File: src/rtl/alu_hs.sv
// Handshaked WIDTH-bit ALU with registered result and zero/carry/neg/ovf flags.
// Define ALU_MUL_EN to add the iterative shift-add multiplier (op 9).
module alu_hs #(
  parameter int WIDTH = 8
) (
  input  logic             clk,
  input  logic             rst,
  input  logic             in_valid,
  output logic             in_ready,
  input  logic [3:0]       op,
  input  logic [WIDTH-1:0] accum,
  input  logic [WIDTH-1:0] data,
  output logic             out_valid,
  input  logic             out_ready,
  output logic [WIDTH-1:0] out,
  output logic             zero,
  output logic             carry,
  output logic             neg,
  output logic             ovf,
  output logic             busy
);

  localparam logic [3:0] OP_PASS = 4'd0;
  localparam logic [3:0] OP_ADD  = 4'd1;
  localparam logic [3:0] OP_SUB  = 4'd2;
  localparam logic [3:0] OP_AND  = 4'd3;
  localparam logic [3:0] OP_OR   = 4'd4;
  localparam logic [3:0] OP_XOR  = 4'd5;
  localparam logic [3:0] OP_LDA  = 4'd6;
  localparam logic [3:0] OP_SHL  = 4'd7;
  localparam logic [3:0] OP_SHR  = 4'd8;

  logic             accept;
  logic             is_mul;
  logic             alu_load;
  logic [WIDTH:0]   sum;
  logic [WIDTH:0]   dif;
  logic [WIDTH-1:0] res;
  logic             res_c;
  logic             res_v;

  assign accept   = in_valid && in_ready;
  assign alu_load = accept && !is_mul;
  assign sum      = {1'b0, accum} + {1'b0, data};
  assign dif      = {1'b0, accum} - {1'b0, data};

  always_comb begin
    res   = accum;
    res_c = 1'b0;
    res_v = 1'b0;
    case (op)
      OP_PASS: res = accum;
      OP_ADD: begin
        res   = sum[WIDTH-1:0];
        res_c = sum[WIDTH];
        res_v = (accum[WIDTH-1] == data[WIDTH-1]) &&
                (sum[WIDTH-1] != accum[WIDTH-1]);
      end
      OP_SUB: begin
        res   = dif[WIDTH-1:0];
        res_c = dif[WIDTH];
        res_v = (accum[WIDTH-1] != data[WIDTH-1]) &&
                (dif[WIDTH-1] != accum[WIDTH-1]);
      end
      OP_AND: res = accum & data;
      OP_OR:  res = accum | data;
      OP_XOR: res = accum ^ data;
      OP_LDA: res = data;
      OP_SHL: begin
        res   = {accum[WIDTH-2:0], 1'b0};
        res_c = accum[WIDTH-1];
      end
      OP_SHR: begin
        res   = {1'b0, accum[WIDTH-1:1]};
        res_c = accum[0];
      end
      default: res = accum;
    endcase
  end

`ifdef ALU_MUL_EN
  localparam int CW = $clog2(WIDTH);

  typedef enum logic {IDLE, MUL} state_t;

  state_t             state;
  state_t             state_nxt;
  logic [CW-1:0]      cnt;
  logic [2*WIDTH-1:0] acc;
  logic [2*WIDTH-1:0] acc_nxt;
  logic [2*WIDTH-1:0] mcand;
  logic [WIDTH-1:0]   mplier;
  logic               mul_last;

  assign is_mul   = (op == 4'd9);
  assign mul_last = (state == MUL) && (cnt == CW'(WIDTH - 1));
  assign acc_nxt  = acc + (mplier[0] ? mcand : '0);
  assign busy     = (state == MUL);
  assign in_ready = !rst && (state == IDLE) &&
                    (!out_valid || out_ready);

  always_comb begin
    state_nxt = state;
    case (state)
      IDLE: if (accept && is_mul) state_nxt = MUL;
      MUL:  if (mul_last) state_nxt = IDLE;
      default: state_nxt = IDLE;
    endcase
  end

  always_ff @(posedge clk or posedge rst) begin
    if (rst) state <= IDLE;
    else     state <= state_nxt;
  end

  // One multiplier bit per cycle; final partial sum is taken from acc_nxt.
  always_ff @(posedge clk or posedge rst) begin
    if (rst) begin
      cnt    <= '0;
      acc    <= '0;
      mcand  <= '0;
      mplier <= '0;
    end else if (accept && is_mul) begin
      cnt    <= '0;
      acc    <= '0;
      mcand  <= {{WIDTH{1'b0}}, accum};
      mplier <= data;
    end else if (state == MUL) begin
      cnt    <= cnt + 1'b1;
      acc    <= acc_nxt;
      mcand  <= mcand << 1;
      mplier <= mplier >> 1;
    end
  end
`else
  assign is_mul   = 1'b0;
  assign busy     = 1'b0;
  assign in_ready = !rst && (!out_valid || out_ready);
`endif

  always_ff @(posedge clk or posedge rst) begin
    if (rst) begin
      out       <= '0;
      zero      <= 1'b0;
      carry     <= 1'b0;
      neg       <= 1'b0;
      ovf       <= 1'b0;
      out_valid <= 1'b0;
    end else if (alu_load) begin
      out       <= res;
      zero      <= (res == '0);
      carry     <= res_c;
      neg       <= res[WIDTH-1];
      ovf       <= res_v;
      out_valid <= 1'b1;
`ifdef ALU_MUL_EN
    end else if (mul_last) begin
      out       <= acc_nxt[WIDTH-1:0];
      zero      <= (acc_nxt[WIDTH-1:0] == '0);
      carry     <= |acc_nxt[2*WIDTH-1:WIDTH];
      neg       <= acc_nxt[WIDTH-1];
      ovf       <= 1'b0;
      out_valid <= 1'b1;
`endif
    end else if (out_ready) begin
      out_valid <= 1'b0;
    end
  end

endmodule

File: config.mk
export PLATFORM = sky130hd
export DESIGN_NAME = alu_hs
export DESIGN_NICKNAME = d
export VERILOG_FILES = /design/src/rtl/alu_hs.sv
export SDC_FILE = /design/constraint.sdc
export NUM_CORES = 1
export LEC_CHECK = 0
export CORE_ASPECT_RATIO = 0.9
export CORE_UTILIZATION = 53
export DETAILED_ROUTE_END_ITERATION = 8
export PLACE_DENSITY_LB_ADDON = 0.1
export SLEW_MARGIN = 20
export SYNTH_ARGS = -nofsm -noshare
export SYNTH_HDL_FRONTEND = slang
export SYNTH_SLANG_ARGS = --single-unit
File: constraint.sdc
create_clock -name clk -period 1.5 [get_ports clk]
set_input_delay 0.375 -clock clk [delete_from_list [all_inputs] [get_ports clk]]
set_output_delay 0.375 -clock clk [all_outputs]
set_load 0.02 [all_outputs]
==> flow_metrics.py, run 1 <==
metrics = {
    "outcome": {
        "status": "stopped before the end",
        "haltStage": "4_1_cts",
        "error": "[ERROR DPL-0038] Utilization greater than 100%, impossible to legalize",
    },
    "yosys": {
        "synth-seq-cells": 12,
        "synth_edf_count": 0,
        "synth_compound_area_share_pct": 29.2,
        "synth_cell_types": 58,
        "yosys.area_share.simple_pct": 20.4,
        "synth_xor_area_share_pct": 2.06,
        "synth.cell_area_um2": 2060,
        "ys_warn_count": 0,
        "async_flop_share_pct": 100,
        "synth_fp_nets": 318,
        "synthAdderAreaFrac_pct": 17.1,
        "syn_inst": 267,
        "synth_top_family_by_area": "compound AO/OA/AOI/OAI gates",
        "syn_avg_cell_area_um2": 7.73,
        "synthMuxAreaShare_pct": 6.91,
        "ys_seq_area_share_pct": 14.5,
        "synth_top_flop_cell": "dfrtp_1",
    },
    "place": {
        "place_inst": 429,
        "numPortBuffers": 37,
        "gp_congestion": 1.01,
        "dpl_worst_slack_ns": -1.49,
        "dp_hpwl_um": 6050,
    },
    "floorplanning": {
        "io_pins": 39,
        "fp.dieW_um": 67.8,
        "fp.dieH_um": 61.2,
        "initial_utilization_pct": 55.3,
        "row_count": 21,
    },
    "cts": {
        "cts-root-buf": "clkbuf_8",
        "cts_buffer_depth": 2,
        "cts_buffers": 3,
        "clock-sinks": 12,
        "cts_resized": 175,
        "post_cts_buffers": 19,
        "holdBufCountCts": 0,
        "htree_num_levels": 1,
    },
}
==> cells in the mapped netlist, types with 3 or more instances <==
master / number / area share [%]
o21ai_0: 17 / 4.1
a31oi_1: 4 / 1.2
mux2_2: 3 / 1.6
clkbuf_1: 3 / 0.55
buf_2: 6 / 1.5
a21o_1: 4 / 1.5
buf_6: 3 / 1.6
dfrtp_1: 12 / 15
o211ai_1: 4 / 1.5
inv_1: 28 / 5.1
nand2b_1: 4 / 1.2
a221oi_1: 4 / 1.7
a221o_1: 3 / 1.5
o21ai_1: 7 / 1.7
nand3_1: 7 / 1.7
mux2i_1: 6 / 2.9
nor2_1: 18 / 3.3
nand2_1: 21 / 3.8
ha_1: 25 / 15
nor3_1: 6 / 1.5
a21oi_1: 16 / 3.9
o31ai_1: 4 / 1.5
a211oi_1: 3 / 1.1
a22o_1: 3 / 1.3
nor2b_1: 11 / 3.3
==> stage by stage <==
| step | utilization, % | area [µm²] |
|---|---|---|
| after floorplan | - | 2130 |
| after detailed placement | 85.3 | 3180 |
| after global placement | 85.3 | 3180 |
==> cells by family after synthesis <==
family          count (synthesis)
compound gates                 89
simple gates                   79
buf+inv                        43
fa+ha+maj                      27
mux                            12
flops                          12
xor+xnor                        4
other cells                     1
==> run 2: changes to the inputs <==
--- a/config.mk
+++ b/config.mk
@@ -5,10 +5,9 @@
 export SDC_FILE = /design/constraint.sdc
 export NUM_CORES = 1
 export LEC_CHECK = 0
-export CORE_ASPECT_RATIO = 0.9
-export CORE_UTILIZATION = 53
+export CORE_UTILIZATION = 40
 export DETAILED_ROUTE_END_ITERATION = 8
-export PLACE_DENSITY_LB_ADDON = 0.1
+export PLACE_DENSITY_LB_ADDON = 0.15
 export SLEW_MARGIN = 20
 export SYNTH_ARGS = -nofsm -noshare
 export SYNTH_HDL_FRONTEND = slang
==> run 2 against run 1 <==
The flow now finishes, with violations (setup timing). Synthesized cell count stayed put. Synthesized area unchanged.
==> flow_metrics.py, run 2 <==
metrics = {
    "floorplanning": {
        "fp.dieH_um": 73.8,
        "io_pins": 39,
        "die_area_um2": 5450,
        "initial_utilization_pct": 42.6,
        "fp.dieW_um": 73.8,
        "row_count": 25,
        "core_area_um2": 4850,
    },
    "critical_path": {
        "cp-start-kind": "input port",
        "critical_path.top_delay_family": "compound AO/OA/AOI/OAI gates",
        "path_cells": "buf_8 > buf_12 > inv_12 > ha_4 > inv_2 > fa_2 > xor2_1 > o21ai_1 > a222oi_1 > a21o_1 > and4bb_1 > nand4bb_1 > o31ai_2",
        "arrival_ns": 2.58,
        "reg2reg_from": "out_valid",
        "cpPeakStageDelay_ns": 0.37,
        "cp_max_fo": 2,
        "crit_slowest_cell": "fa_2",
        "critPathLaunch": "accum[0]",
        "path_class": "input port to flop",
        "timing.critical_path.buf_inv": 4,
        "crit_required_ns": 1.65,
        "end_kind": "flop",
    },
    "global_routing": {
        "antenna_found_initial": 0,
        "grt_pass1_vias": 2681,
        "grt_max_degree": 19,
        "grt_use_total_pct": 30.8,
        "grt_pass1_wl_um": 12700,
        "grt_overflow": 0,
    },
    "cts": {
        "htree_num_levels": 1,
        "cts-root-buf": "clkbuf_8",
        "clock-sinks": 12,
        "holdBufCountCts": 0,
        "cts_tree": "yes",
        "cts_buffer_depth": 2,
        "cts_buffers": 3,
        "clk_latency_ns": 0.24,
        "clkTransAtPathRegs_ns": 0.05,
    },
    "yosys": {
        "netlist_top_cells_count": "28 x inv_1, 25 x ha_1, 21 x nand2_1",
        "synth_top_flop_cell": "dfrtp_1",
        "ys_seq_area_share_pct": 14.5,
        "synth.cell_area_um2": 2060,
        "synthAdderAreaFrac_pct": 17.1,
        "synth_cell_types": 58,
        "synth-seq-cells": 12,
        "ys_warn_count": 0,
        "synth_top_family_by_area": "compound AO/OA/AOI/OAI gates",
        "synth_edf_count": 0,
        "syn_inst": 267,
        "yosys.area_share.simple_pct": 20.4,
        "syn_avg_cell_area_um2": 7.73,
        "synth_top_area_cell": "ha_1",
        "synth_area_leaders": "ha_1 15%, dfrtp_1 15%, inv_1 5.1%",
        "synthMuxAreaShare_pct": 6.91,
        "synth_compound_area_share_pct": 29.2,
        "synth_xor_area_share_pct": 2.06,
        "async_flop_share_pct": 100,
        "yosysMostFrequentCell": "inv_1",
        "synth_top_cell_area_share_pct": 15.2,
        "synth_fp_nets": 318,
    },
    "timing": {
        "hold_violations": 0,
        "slew_violations": 0,
        "setup_viol": 11,
        "worst_slack_ns": -0.928,
        "period_share_pct": 162,
        "finClkSkew_ns": 0.000939,
        "tns_ns": -6.98,
        "rsz0062_at_grt": "true",
        "fmax_mhz": 412,
        "layout_min_cycle_time_ns": 2.43,
    },
    "layout": {
        "layout_common_cells": "104 x buf_4, 22 x dlygate4sd2_1, 17 x nand2_1, 17 x buf_6, 15 x inv_2",
        "areaGrowthSynthToFinish_pct": 94.1,
        "layout_commonest_cell": "buf_4",
        "largest_reg_flops": 8,
        "nets": 470,
        "drive_gt1_share_pct": 55.9,
        "regMostFlops": "out",
        "diodes": 0,
        "multi_input_area_um2": 2060,
        "fillCellCount": 268,
        "stdcell_count": 484,
        "seq_area_um2": 300,
    },
    "power": {
        "power_density_nw_per_um2": 541,
        "leakagePower_nw": 1.88,
        "vdd_drop_max_mv": 0.299,
        "total_power_w": 0.00217,
    },
    "drt": {
        "num_vias": 2941,
        "postRouteAntennaNets": 0,
        "drt_iter0_drc": 299,
        "post-route-drc-count": 0,
        "avgRoutedWirePerCell_um": 21.1,
        "vias_per_cell": 6.08,
        "first_pass_iters": 5,
        "routed_wl_um": 10200,
    },
    "outcome": {
        "status": "finished with violations",
        "violations": "setup timing",
    },
    "place": {
        "gp_congestion": 0.920,
        "place_inst": 462,
        "dp_hpwl_um": 5690,
        "numPortBuffers": 37,
    },
    "run": {
        "drv_cap": 0,
    },
    "worst_hold_path": {
        "hold_class": "input port to async pin",
    },
}
-- run 2: cell counts after synthesis --
Identical to the previous run, type by type.
-- run 2: where the power goes --
| part | total, W | internal, W | switching [W] |
|---|---|---|---|
| Combinational | 0.00146 | 0.000714 | 0.000743 |
| Sequential | 0.000418 | 0.000382 | 0.0000363 |
| Clock | 0.000294 | 0.000177 | 0.000118 |
-- run 2: worst reg2reg max path, stage by stage, from the launching register on --
cell	delay, ns
dfrtp_1	0.36
inv_1	0.08
o21a_2	0.16
nand2_2	0.09
a221oi_2	0.21
buf_4	0.17
nand4bb_1	0.13
o31ai_2	0.19
-- run 2: cell type report --
cell class | count | share of cell area [%]
Multi-Input combinational cell | 212 | 51.5
Sequential cell | 12 | 7.49
Timing Repair Buffer | 161 | 34.8
Inverter | 29 | 3.12
Clock buffer | 3 | 1.03
Tap cell | 67 | 2.09
-- run 2: per-layer routing --
| layer | track usage [%] | vias up | wire (µm) |
|---|---|---|---|
| met3 | 3.16 | 78 | 792 |
| met2 | 53.8 | 221 | 5010 |
| met5 | 0 | - | 0 |
| li1 | - | 1275 | - |
| met4 | 15.0 | 0 | 763 |
| met1 | 37.5 | 1367 | 3630 |
-- run 2: kinds of logic (layout without fill, tap and decap cells) --
logic type	count (synthesis)	after routing
XOR/XNOR	4	4
AO/OA/AOI/OAI	89	89
flip-flops	12	12
buffers and inverters	43	193
multiplexers	12	12
AND/OR/NAND/NOR	79	79
other	1	1
adder cells (fa/ha/maj)	27	27
-- run 2: worst paths after layout --
path	to	slack, ns	cells past startpoint
setup reg to reg	zero	0.01	7
max in group asynchronous	out[5]	1.02	3
hold reg to reg	out[2]	0.49	2
setup / recovery	zero	-0.93	13
hold / removal	out[1]	0.32	3
min in group clk	out[2]	0.49	2
-- run 2: timing repair --
action	in CTS	in global routing
endpoints found under the setup margin	25	11
buffers inserted	13	14
pin swaps	33	46
gates resized for setup	119	79
-- run 2: stage by stage --
| step | area [µm²] | setup WS [ns] | hold slack (ns) | utilization (%) |
|---|---|---|---|---|
| global route | 4010 | -1.02 | 0.354 | 82.7 |
| floorplan | 2130 | -0.716 | 0.181 | - |
| global placement | 3340 | -1.36 | 0.468 | 68.8 |
| finish | 4010 | -0.928 | 0.322 | 82.7 |
| CTS | 3700 | -0.900 | 0.330 | 76.3 |
| detailed placement | 3340 | -1.40 | 0.475 | 68.8 |
Note: power is estimated with default switching activity, not from simulation.
